### src/rtl/ad9361x2_ensm_sequencer.sv
// Dual-AD9361 ENSM pin-control sequencer: guard -> enable burst -> guard, with optional repeat and abort.
// Optional feature: define TDD_SYNC_EN to hold the end of SETUP until a tdd_sync_i rising edge.
module ad9361x2_ensm_sequencer #(
  parameter int CNT_WIDTH    = 16,
  parameter int GUARD_CYCLES = 8
) (
  input  logic                 axi_aclk,
  input  logic                 axi_areset,
  input  logic                 start,
  input  logic                 abort,
  input  logic                 dir,
  input  logic [1:0]           chip_sel,
  input  logic [CNT_WIDTH-1:0] burst_len,
  input  logic                 repeat_en,
  input  logic                 tdd_sync_i,
  output logic                 up_enable_0,
  output logic                 up_txnrx_0,
  output logic                 up_enable_1,
  output logic                 up_txnrx_1,
  output logic                 busy,
  output logic                 done,
  output logic                 err
);

  localparam logic [1:0] IDLE   = 2'd0;
  localparam logic [1:0] SETUP  = 2'd1;
  localparam logic [1:0] ACTIVE = 2'd2;
  localparam logic [1:0] HOLD   = 2'd3;

  localparam logic [CNT_WIDTH-1:0] GUARD_LOAD = CNT_WIDTH'(GUARD_CYCLES);
  localparam logic [CNT_WIDTH-1:0] CNT_ONE    = CNT_WIDTH'(1);

  logic [1:0]           state;
  logic [1:0]           state_next;
  logic [CNT_WIDTH-1:0] cnt;
  logic [CNT_WIDTH-1:0] cnt_next;
  logic                 abort_seen;
  logic                 abort_seen_next;
  logic                 err_next;
  logic                 done_next;
  logic                 load_cfg;

  logic                 cfg_dir;
  logic [1:0]           cfg_sel;
  logic [CNT_WIDTH-1:0] cfg_len;
  logic                 cfg_rep;

  logic                 dir_eff;
  logic [1:0]           sel_eff;
  logic                 busy_next;
  logic                 en_next;
  logic                 tx_next;

`ifdef TDD_SYNC_EN
  // Input flop plus a delayed copy give a one-clock rise pulse; sync_go then
  // releases SETUP on the following edge so enable rises two edges after the
  // sync edge is first sampled.
  logic sync_q;
  logic sync_prev;
  logic sync_go;
  logic sync_rise;
  logic go_next;

  assign sync_rise = sync_q & ~sync_prev;
  assign go_next   = (state == SETUP) && (cnt == '0) && sync_rise && !abort;

  always_ff @(posedge axi_aclk or posedge axi_areset) begin
    if (axi_areset) begin
      sync_q    <= 1'b0;
      sync_prev <= 1'b0;
      sync_go   <= 1'b0;
    end else begin
      sync_q    <= tdd_sync_i;
      sync_prev <= sync_q;
      sync_go   <= go_next;
    end
  end
`else
  logic unused_tdd_sync;
  assign unused_tdd_sync = tdd_sync_i;
`endif

  // Counters load their full length on entry and leave the state when they reach one.
  always_comb begin
    state_next      = state;
    cnt_next        = cnt;
    abort_seen_next = abort_seen;
    err_next        = 1'b0;
    done_next       = 1'b0;
    load_cfg        = 1'b0;
    case (state)
      IDLE: begin
        abort_seen_next = 1'b0;
        cnt_next        = '0;
        if (start && !abort) begin
          if ((burst_len == '0) || (chip_sel == 2'b00)) begin
            err_next = 1'b1;
          end else begin
            load_cfg   = 1'b1;
            state_next = SETUP;
            cnt_next   = GUARD_LOAD;
          end
        end
      end
      SETUP: begin
        err_next = start;
        if (abort) begin
          state_next = IDLE;
          cnt_next   = '0;
        end
`ifdef TDD_SYNC_EN
        else if (cnt == '0) begin
          if (sync_go) begin
            state_next = ACTIVE;
            cnt_next   = cfg_len;
          end
        end else if (cnt == CNT_ONE) begin
          cnt_next = '0;
        end
`else
        else if (cnt == CNT_ONE) begin
          state_next = ACTIVE;
          cnt_next   = cfg_len;
        end
`endif
        else begin
          cnt_next = cnt - CNT_ONE;
        end
      end
      ACTIVE: begin
        err_next = start;
        if (abort || (cnt == CNT_ONE)) begin
          state_next = HOLD;
          cnt_next   = GUARD_LOAD;
          if (abort) begin
            abort_seen_next = 1'b1;
          end
        end else begin
          cnt_next = cnt - CNT_ONE;
        end
      end
      HOLD: begin
        err_next = start;
        if (abort) begin
          abort_seen_next = 1'b1;
        end
        if (cnt == CNT_ONE) begin
          if (cfg_rep && !abort_seen && !abort) begin
            state_next = ACTIVE;
            cnt_next   = cfg_len;
          end else begin
            state_next = IDLE;
            cnt_next   = '0;
            done_next  = 1'b1;
          end
        end else begin
          cnt_next = cnt - CNT_ONE;
        end
      end
      default: begin
        state_next = IDLE;
        cnt_next   = '0;
      end
    endcase
  end

  // Pin values are computed from the next state so the pins change on the same edge as the state.
  assign dir_eff   = load_cfg ? dir : cfg_dir;
  assign sel_eff   = load_cfg ? chip_sel : cfg_sel;
  assign busy_next = (state_next != IDLE);
  assign en_next   = (state_next == ACTIVE);
  assign tx_next   = busy_next & dir_eff;

  always_ff @(posedge axi_aclk or posedge axi_areset) begin
    if (axi_areset) begin
      state       <= IDLE;
      cnt         <= '0;
      abort_seen  <= 1'b0;
      cfg_dir     <= 1'b0;
      cfg_sel     <= 2'b00;
      cfg_len     <= '0;
      cfg_rep     <= 1'b0;
      up_enable_0 <= 1'b0;
      up_txnrx_0  <= 1'b0;
      up_enable_1 <= 1'b0;
      up_txnrx_1  <= 1'b0;
      busy        <= 1'b0;
      done        <= 1'b0;
      err         <= 1'b0;
    end else begin
      state      <= state_next;
      cnt        <= cnt_next;
      abort_seen <= abort_seen_next;
      if (load_cfg) begin
        cfg_dir <= dir;
        cfg_sel <= chip_sel;
        cfg_len <= burst_len;
        cfg_rep <= repeat_en;
      end
      up_enable_0 <= en_next & sel_eff[0];
      up_txnrx_0  <= tx_next & sel_eff[0];
      up_enable_1 <= en_next & sel_eff[1];
      up_txnrx_1  <= tx_next & sel_eff[1];
      busy        <= busy_next;
      done        <= done_next;
      err         <= err_next;
    end
  end

endmodule

### config.mk
export PLATFORM = sky130hd
export DESIGN_NAME = ad9361x2_ensm_sequencer
export DESIGN_NICKNAME = d
export VERILOG_FILES = /design/src/rtl/ad9361x2_ensm_sequencer.sv
export SDC_FILE = /design/constraint.sdc
export NUM_CORES = 1
export LEC_CHECK = 0
export ABC_AREA = 1
export CORE_AREA = 2 2 82 77
export CTS_BUF_LIST = sky130_fd_sc_hd__clkbuf_4
export DETAILED_ROUTE_END_ITERATION = 10
export DIE_AREA = 0 0 84 79
export GPL_ROUTABILITY_DRIVEN = 0
export GPL_TIMING_DRIVEN = 0
export PLACE_DENSITY = 0.65
export SETUP_SLACK_MARGIN = 0.15
export SYNTH_ARGS = -nofsm -noshare
export SYNTH_HDL_FRONTEND = slang
export SYNTH_SLANG_ARGS = --single-unit
### constraint.sdc
create_clock -name axi_aclk -period 3.05 [get_ports axi_aclk]
set_clock_uncertainty 0.1 [all_clocks]
set_input_delay 0.4575 -clock axi_aclk [delete_from_list [all_inputs] [get_ports axi_aclk]]
set_output_delay 0.4575 -clock axi_aclk [all_outputs]
set_load 0.01 [all_outputs]
==> results of run 1 <==
-- logic make-up (layout without fill, tap and decap cells) --
| logic type | Yosys count | after routing |
|---|---|---|
| xor gates and xnor gates | 7 | 7 |
| and+or+nand+nor | 150 | 150 |
| muxes | 9 | 9 |
| AOI/OAI and AO/OA | 38 | 38 |
| buffers and inverters | 44 | 83 |
| DFF | 46 | 46 |
| adders and majority gates | 7 | 7 |
-- stage by stage --
stage,utilization [%],instances,hold WS [ps]
floorplan,-,301,354
global placement,49.9,403,370
detailed placement,50.2,404,380
CTS,51.6,412,194
global route,51.6,412,212
finish,51.6,412,186
-- registers in the layout (all words and copies together) (netlist names) --
name	flops
done	1
cfg_sel	2
up_enable_0	1
abort_seen	1
err	1
up_enable_1	1
state	2
up_txnrx_0	1
cfg_rep	1
busy	1
up_txnrx_1	1
cfg_dir	1
cnt	16
cfg_len	16
-- worst max-delay path by stage --
stage / endpoint / slack (ps) / cells after the start
floorplan: abort_seen / 1400 / 1
global placement: cfg_len[9] / 420 / 2
detailed placement: cfg_len[0] / 600 / 8
CTS: cfg_len[0] / 1000 / 8
global route: up_enable_0 / 880 / 9
finish: cfg_len[0] / 1020 / 8
-- worst max-delay path, cell delays in order --
cell             delay (ps)
clkdlybuf4s50_1         420
nor2_1                  140
nand3_1                  80
nor2_1                  140
nand2_1                 150
nand4_1                 190
buf_2                   270
mux2_2                  360
-- synthesized netlist by cell type (all sizes together), types with 4 or more instances --
cell    n  area [µm²]
a21oi  17        85.1
buf     5        30.0
dfrtp  46        1150
ha      7        87.6
inv    36         135
mux2    9         101
nand2  69         292
nand3  39         223
nor2   33         171
o21ai  15        75.1
xor2    4        35.0
-- layer usage --
metal	up-vias	wire [µm]	GRT usage (%)
li1	1046	-	-
met1	970	2760	26.0
met2	26	2530	29.4
met3	6	160	2.29
met4	0	64	5.00
met5	-	0	0
-- power groups by stage --
stage                     registers, W  clock network (W)  logic [W]
after floorplan               0.000904                  0   0.000795
after detailed placement      0.000933                  0    0.00104
after global placement        0.000927                  0    0.00101
final                         0.000921           0.000377    0.00103
after global routing          0.000947           0.000409    0.00118
after CTS                     0.000918           0.000384    0.00104
-- area by class of cell --
cell class	instances	area, µm²	share of cell area (%)
Multi-Input combinational cell	211	1200	39.7
Buffer	7	37.5	1.25
Sequential cell	46	1150	38.2
Timing Repair Buffer	31	320	10.6
Inverter	37	139	4.61
Clock inverter	3	40.0	1.33
Tap cell	72	90.1	2.99
Clock buffer	5	37.5	1.25
==> results.py, run 1 <==
metrics = {
    "status": {
        "outcome": "complete, no violations",
    },
    "synth": {
        "synth-simple-area-share_pct": 29.5,
        "yosysSeqAreaShare_pct": 45.6,
        "synth_nets": 333,
        "avgSynthCellArea_um2": 8.39,
        "synth_xor_area_share_pct": 2.43,
        "synthAdderAreaFrac_pct": 3.47,
        "syn_inst": 301,
        "synth_warnings": 0,
        "synthMuxAreaShare_pct": 4.01,
        "async_reset_ff_share_pct": 100,
        "synth_compound_area_share_pct": 8.03,
        "synth_top_family_by_area": "simple AND/OR/NAND/NOR gates",
        "synth_cell_type_count": 33,
        "yosys_most_used_dff": "dfrtp_1",
        "netlist_area_um2": 2520,
        "ys_ff_latch": 46,
        "synth_edf_count": 0,
    },
    "pwr": {
        "p_sw_w": 0.000942,
        "p_per_area_nw_per_um2": 774,
        "irDropWorstVdd_uv": 342,
        "p_leak_nw": 1.47,
        "comb_power_share_pct": 44.3,
        "p_sw_share_pct": 40.4,
        "p_clk_share_pct": 16.2,
        "sequentialPowerShare_pct": 39.5,
        "internal-power_w": 0.00139,
        "totalPowerFinal_w": 0.00233,
    },
    "floorplan": {
        "fp.dieH_um": 79,
        "die_x_um": 84,
        "ioPinCount": 32,
        "design.die.area_um2": 6640,
        "rows": 27,
        "initial_core_util_pct": 43.2,
        "coreArea_um2": 5840,
    },
    "clock_tree": {
        "cts.sinks": 46,
        "clk_path_buf_depth": 2,
        "cts_buffers": 5,
        "tritoncts": "built",
        "hold_buffers": 0,
        "htreeDepth": 2,
        "clk-insertion-delay-late_ps": 370,
        "clockRootBuffer": "clkbuf_4",
        "post_cts_buffers": 0,
        "path_clk_slew_ps": 150,
        "postCtsResizedCells": 0,
    },
    "place": {
        "place_area_um2": 2940,
        "port_buffers": 30,
        "hpwl_um": 4190,
        "pre_cts_ws_ps": 602,
    },
    "global_route": {
        "grt_remaining_overflow": 0,
        "grt.total_usage_pct": 18.2,
        "grt_max_degree": 40,
        "grt_pass1_vias": 2042,
        "antenna_found_initial": 0,
        "grt_pass1_wl_um": 9640,
    },
    "worst_setup_path": {
        "r2r_cells": 10,
        "r2r_start": "cnt[1]",
        "endpoint_kind": "flip-flop",
        "criticalPathCategory": "input port to flip-flop",
        "critPathRequiredTime_ps": 3220,
        "startpoint": "burst_len[13]",
        "crit_fanout": 10,
        "worstSetupStartpointType": "input port",
        "cp.arrival_ps": 2200,
        "rrSetupSlack_ps": 1100,
        "r2r-end": "cnt[14]",
    },
    "drt": {
        "wl_um": 5510,
        "drt_iter0_markers": 110,
        "first_pass_iters": 5,
        "viasPerCell": 4.97,
        "drc": 0,
        "ant_nets": 0,
        "num_vias": 2048,
        "routedWlPerCell_um": 13.4,
    },
    "sta": {
        "slew_headroom_pct": 67.1,
        "setup_viol": 0,
        "rsz0062_at_grt": "no",
        "min_period_ps": 2030,
        "hold_viol": 0,
        "finalCritPeriodShare_pct": 66.6,
        "slew_viol_final": 0,
        "setup_ws_ps": 1020,
        "fmax_ghz": 0.493,
        "worst_pin_slew_ps": 493,
        "fin_setup_tns_ps": 0,
    },
    "final_layout": {
        "drive_gt1_share_pct": 15.9,
        "final_common_cell": "nand2_1",
        "fin_nets": 371,
        "final_area_um2": 3010,
        "diodes": 0,
        "final_cell_mix": "58 x nand2_1, 46 x dfrtp_1, 35 x nand3_1",
        "num-fill-cells": 588,
        "syn_to_final_growth_pct": 19.3,
    },
    "min_path": {
        "hold_path.class": "input port to async pin",
    },
    "flow_run": {
        "maxCapViolations": 0,
    },
}
Power figures use the tool's default switching activity.
==> inputs of run 2 (changes only) <==
--- a/config.mk
+++ b/config.mk
@@ -12,7 +12,7 @@
 export DIE_AREA = 0 0 84 79
 export GPL_ROUTABILITY_DRIVEN = 0
 export GPL_TIMING_DRIVEN = 0
-export PLACE_DENSITY = 0.65
+export PLACE_DENSITY = 0.67
 export SETUP_SLACK_MARGIN = 0.15
 export SYNTH_ARGS = -nofsm -noshare
 export SYNTH_HDL_FRONTEND = slang
==> constraint.sdc (replaced) <==
create_clock -name axi_aclk -period 1.8 [get_ports axi_aclk]
set_clock_uncertainty 0.1 [all_clocks]
set_input_delay 0.27 -clock axi_aclk [delete_from_list [all_inputs] [get_ports axi_aclk]]
set_output_delay 0.27 -clock axi_aclk [all_outputs]
set_load 0.01 [all_outputs]
==> run 2 against run 1 <==
- the flow now finishes with violations (setup timing)
- global-route usage increased by 1.1 points
- via count grew 10%
- power grew 100%
- first-iteration DRC count fell by 6.4%
- sequential share of layout area fell by 5.6 points
- setup slack got worse by 1100 ps
- critical path type is now flip-flop to flip-flop
==> results.py, run 2 (synthesis gave the netlist of run 1 again) <==
metrics = {
    "floorplan": {
        "coreArea_um2": 5840,
        "initial_core_util_pct": 43.2,
        "rows": 27,
        "design.die.area_um2": 6640,
        "fp.dieH_um": 79,
        "ioPinCount": 32,
        "die_x_um": 84,
    },
    "final_layout": {
        "stdcell_count": 441,
        "final_common_cell": "nand2_1",
        "final_area_um2": 3540,
        "fin_nets": 400,
        "syn_to_final_growth_pct": 40.1,
        "final_cell_mix": "45 x nand2_1, 43 x dfrtp_1, 30 x inv_1",
        "diodes": 0,
        "largestRegisters": "cfg_len x16, cnt x16",
        "drive_gt1_share_pct": 33.9,
    },
    "worst_setup_path": {
        "path_buf_inv": 3,
        "worstSetupStartpointType": "flip-flop",
        "criticalPathCategory": "flip-flop to flip-flop",
        "critPathRequiredTime_ps": 1980,
        "crit_family": "simple AND/OR/NAND/NOR gates",
        "crit_path_top_delay_cell": "dfrtp_1",
        "crit_chain": "inv_2, ha_4, nand3_2, nor2_2, nand2_2, o21ai_2, nand2_4, buf_6, nand3_1, nand2_1, nand2_1, inv_1",
        "crit_fanout": 4,
        "cpMostUsedCell": "nand2_1",
        "endpoint_kind": "flip-flop",
        "startpoint": "cnt[1]",
        "r2r_start": "cnt[1]",
        "cp_slowest_stage_delay_ps": 420,
        "cp.arrival_ps": 2030,
    },
    "drt": {
        "viasPerCell": 5.12,
        "first_pass_iters": 4,
        "ant_nets": 0,
        "num_vias": 2256,
        "drc": 0,
        "drt_iter0_markers": 103,
        "routedWlPerCell_um": 14.9,
        "wl_um": 6570,
    },
    "min_path": {
        "hp-start": "burst_len[12]",
        "hold_path.class": "input port to flip-flop",
    },
    "sta": {
        "rsz0062_at_grt": "yes",
        "setup_viol": 2,
        "fmax_ghz": 0.541,
        "fin_setup_tns_ps": -69.5,
        "slew_headroom_pct": 64.9,
        "worst_pin_slew_ps": 527,
        "whs_ps": 181,
        "finalCritPeriodShare_pct": 103,
        "min_period_ps": 1850,
        "slew_viol_final": 0,
        "hold_viol": 0,
        "setup_ws_ps": -48.8,
    },
    "flow_run": {
        "maxCapViolations": 0,
    },
    "global_route": {
        "met1_usage_pct": 26.2,
        "top_usage_layer": "met2",
        "grt_remaining_overflow": 0,
        "antenna_found_initial": 0,
        "grt.total_usage_pct": 19.3,
        "grt_util_met3_pct": 3.12,
        "grt_max_degree": 42,
        "use_met2_pct": 32.4,
        "grt_pass1_wl_um": 10000,
        "grt_pass1_vias": 2042,
    },
    "place": {
        "hpwl_um": 4120,
        "dpl.cell_count": 404,
        "place_area_um2": 2940,
        "port_buffers": 30,
    },
    "status": {
        "violations": "setup timing",
        "outcome": "complete, but fails checks",
    },
    "clock_tree": {
        "path_clk_slew_ps": 140,
        "htreeDepth": 2,
        "clk-insertion-delay-late_ps": 370,
        "cts_buffers": 5,
        "clockRootBuffer": "clkbuf_4",
        "cts.sinks": 46,
        "tritoncts": "built",
        "clk_path_buf_depth": 2,
    },
    "pwr": {
        "irDropWorstVdd_uv": 715,
        "totalPowerFinal_w": 0.00473,
        "p_leak_nw": 1.80,
        "p_per_area_nw_per_um2": 1340,
    },
}
run 2: cell types whose count changed in the layout (fill, tap and decap cells not counted), sizes merged:
cell | previous run | this run
dlymetal6s2s | 0 | 4
clkinv | 3 | 1
clkdlybuf4s50 | 30 | 21
buf | 6 | 35
dlygate4sd3 | 0 | 1
dlygate4sd2 | 0 | 5
clkbuf | 7 | 8
run 2: stage by stage:
stage / utilization (%) / worst slack, ps
2_1_floorplan: - / 161
5_1_grt: 60.5 / -143
3_5_place_dp: 50.2 / -401
4_1_cts: 55.7 / 33.4
3_3_place_gp: 49.9 / -676
6_report: 60.5 / -48.8
run 2: repair_timing:
action                     4_1_cts  5_1_grt
hold buffers                     1        0
setup buffers                   18        8
hold endpoints to repair         1        0
gates resized for setup         37       68
pin swaps                       16       16
setup endpoints to repair       40       44
gates cloned                     1        1
run 2: final timing paths:
| kind | to | slack, ps | cells past startpoint |
|---|---|---|---|
| min in group asynchronous | cnt[14] | 540 | 3 |
| worst min register to register | cfg_len[2] | 410 | 2 |
| worst min-delay path | cfg_len[12] | 180 | 2 |
| max in group asynchronous | cfg_len[9] | 580 | 4 |
| worst max-delay path | cnt[5] | -50 | 12 |
| worst max register to register | cnt[5] | -50 | 12 |
run 2: final cells by class:
type | count | area, µm²
repair buffers | 60 | 578
fillers | 499 | 2310
flip-flops and latches | 46 | 1150
clock buffers | 7 | 52.6
inverters | 37 | 139
well taps | 72 | 90.1
clock inverters | 1 | 30.0
multi-input cells | 211 | 1420
plain buffers | 7 | 72.6
run 2: routing by layer:
metal / vias to the layer above / wire length, µm / share of wire (%)
met5: - / 0 / 0
met4: 0 / 80 / 1.2
met3: 7 / 279 / 4.2
met2: 58 / 3300 / 50
met1: 1082 / 2910 / 44
li1: 1109 / - / -
run 2: power breakdown:
part	leakage, nW	switching [W]	internal [W]
Clock	0.0463	0.000339	0.000325
Combinational	1.16	0.00130	0.00116
Sequential	0.591	0.000255	0.00135
Total	1.80	0.00189	0.00283
==> inputs of run 3 (changes only) <==
--- a/config.mk
+++ b/config.mk
@@ -6,13 +6,13 @@
 export NUM_CORES = 1
 export LEC_CHECK = 0
 export ABC_AREA = 1
-export CORE_AREA = 2 2 82 77
+export CORE_AREA = 2 2 100 93
 export CTS_BUF_LIST = sky130_fd_sc_hd__clkbuf_4
 export DETAILED_ROUTE_END_ITERATION = 10
-export DIE_AREA = 0 0 84 79
+export DIE_AREA = 0 0 102 95
 export GPL_ROUTABILITY_DRIVEN = 0
 export GPL_TIMING_DRIVEN = 0
-export PLACE_DENSITY = 0.67
+export PLACE_DENSITY = 0.48
 export SETUP_SLACK_MARGIN = 0.15
 export SYNTH_ARGS = -nofsm -noshare
 export SYNTH_HDL_FRONTEND = slang
==> run 3 against run 2 <==
- the run now ends clean
- sequential cell count unchanged
- final area up 8.5%
- hold slack worse by 160 ps
- power up 5.8%
- largest power group unchanged
- utilization down 17 points
- combinational power up 5%
- non-clock buffer count up 1
- count of clock-buffer cells in the layout down 2
- register-to-register slack better by 80 ps
- maximum frequency up 4.6%
- clock power up 17%
==> results.py, run 3 (synthesis gave the netlist of run 1 again) <==
metrics = {
    "global_route": {
        "grt_pass1_wl_um": 10900,
        "grt_pass1_vias": 2190,
        "grt_remaining_overflow": 0,
        "grt.total_usage_pct": 14.4,
        "antenna_found_initial": 0,
        "grt_max_degree": 40,
    },
    "pwr": {
        "irDropWorstVdd_uv": 663,
        "p_per_area_nw_per_um2": 1300,
        "p_leak_nw": 1.89,
        "totalPowerFinal_w": 0.00500,
    },
    "clock_tree": {
        "htreeDepth": 2,
        "clk-insertion-delay-late_ps": 360,
        "tritoncts": "built",
        "clk_path_buf_depth": 2,
        "clockRootBuffer": "clkbuf_4",
        "cts.sinks": 46,
        "cts_buffers": 5,
        "hold_buffers": 0,
        "path_clk_slew_ps": 150,
    },
    "drt": {
        "wl_um": 6750,
        "drt_iter0_markers": 56,
        "routedWlPerCell_um": 13.7,
        "dr_wl_met2_um": 3320,
        "first_pass_iters": 4,
        "wl_met1_um": 3270,
        "wl_met3_um": 127,
        "drc": 0,
        "num_vias": 2212,
        "highest_layer": "met4",
        "ant_nets": 0,
        "viasPerCell": 4.50,
    },
    "worst_setup_path": {
        "cp_slowest_stage_delay_ps": 450,
        "endpoint_kind": "flip-flop",
        "worstSetupStartpointType": "flip-flop",
        "crit_fanout": 5,
        "critPathRequiredTime_ps": 1980,
        "cp.arrival_ps": 1950,
        "crit_path_top_delay_cell": "dfrtp_1",
        "crit_chain": "nor2_4, nand3_1, nor2_2, nand2_2, o21ai_2, nand2_4, buf_6, nand3_2, nand2_1, nand2_1, inv_1",
        "cpMostUsedCell": "nand2_1",
        "criticalPathCategory": "flip-flop to flip-flop",
    },
    "flow_run": {
        "maxCapViolations": 0,
    },
    "final_layout": {
        "fin_nets": 401,
        "largestRegisters": "cfg_len x16, cnt x16",
        "diodes": 0,
        "syn_to_final_growth_pct": 52.0,
        "final_cell_mix": "41 x nand2_1, 41 x dfrtp_1, 29 x inv_1",
        "stdcell_count": 492,
        "drive_gt1_share_pct": 43.2,
    },
    "status": {
        "outcome": "complete, no violations",
    },
    "floorplan": {
        "design.die.area_um2": 9690,
        "ioPinCount": 32,
        "coreArea_um2": 8750,
        "rows": 33,
        "initial_core_util_pct": 28.8,
        "die_x_um": 102,
        "fp.dieH_um": 95,
    },
    "sta": {
        "min_period_ps": 1770,
        "fin_setup_tns_ps": 0,
        "finalCritPeriodShare_pct": 98.2,
        "hold_viol": 0,
        "rsz0062_at_grt": "yes",
        "setup_viol": 0,
        "worst_pin_slew_ps": 330,
        "fmax_ghz": 0.566,
        "whs_ps": 21.6,
        "slew_viol_final": 0,
        "slew_headroom_pct": 78.0,
    },
    "min_path": {
        "hold_path.class": "input port to async pin",
    },
    "place": {
        "hpwl_um": 4480,
        "dpl.cell_count": 454,
        "port_buffers": 30,
    },
}
-- run 3: cell count changes in the layout (fill, tap and decap cells not counted), moves of 5 or more --
cell | previous run | this run
nand3_1 | 28 | 15
a21oi_1 | 17 | 9
a21oi_2 | 0 | 8
nand3_2 | 9 | 16
nand3_4 | 2 | 8
buf_4 | 20 | 25
-- run 3: through the flow --
stage	setup slack, ps	instance area (µm²)	util, %
floorplan	161	2520	-
global placement	-734	2980	34.0
detailed placement	-497	3000	34.2
CTS	34.5	3440	39.3
global route	-55.2	3840	43.8
finish	33.2	3840	43.8
-- run 3: repair_timing --
action	in CTS	in global routing
gates cloned	2	0
resized for setup	61	90
pin swaps	26	29
buffers inserted	17	11
setup endpoints to repair	40	45
-- run 3: per-layer routing --
layer,up-vias,global-route usage [%]
li1,1111,-
met3,2,2.07
met1,1070,20.5
met2,29,23.1
met5,-,0
met4,0,3.67
-- run 3: path summary, 6_finish.rpt --
| path | from | to | slack (ps) | cells past startpoint |
|---|---|---|---|---|
| max | cnt[4] | cnt[5] | 30 | 11 |
| min | axi_areset | err | 20 | 2 |
| max reg2reg | cnt[4] | cnt[5] | 30 | 11 |
| min reg2reg | cfg_sel[1] | cfg_sel[1] | 400 | 2 |
| max in group asynchronous | axi_areset | cnt[10] | 1070 | 3 |
| min in group axi_aclk | burst_len[8] | cfg_len[8] | 100 | 2 |
-- run 3: critical path: cells and delay by family (launching register included) --
kind / cells / cell delay, ps
buffers and inverters: 2 / 200
flip-flops: 1 / 450
AO/OA/AOI/OAI: 1 / 170
AND/OR/NAND/NOR: 8 / 770
-- run 3: power by group --
group	switching [W]	internal (W)	leakage [nW]
combinational	0.00138	0.00121	1.25
clock	0.000348	0.000428	0.0528
sequential	0.000284	0.00135	0.588
total	0.00201	0.00299	1.89
-- run 3: layout make-up --
type	count	area (µm²)
Buffer	7	76.3
Clock buffer	5	37.5
Clock inverter	3	63.8
Fill cell	904	4920
Inverter	37	140
Multi-Input combinational cell	211	1620
Sequential cell	46	1160
Tap cell	122	153
Timing Repair Buffer	61	588
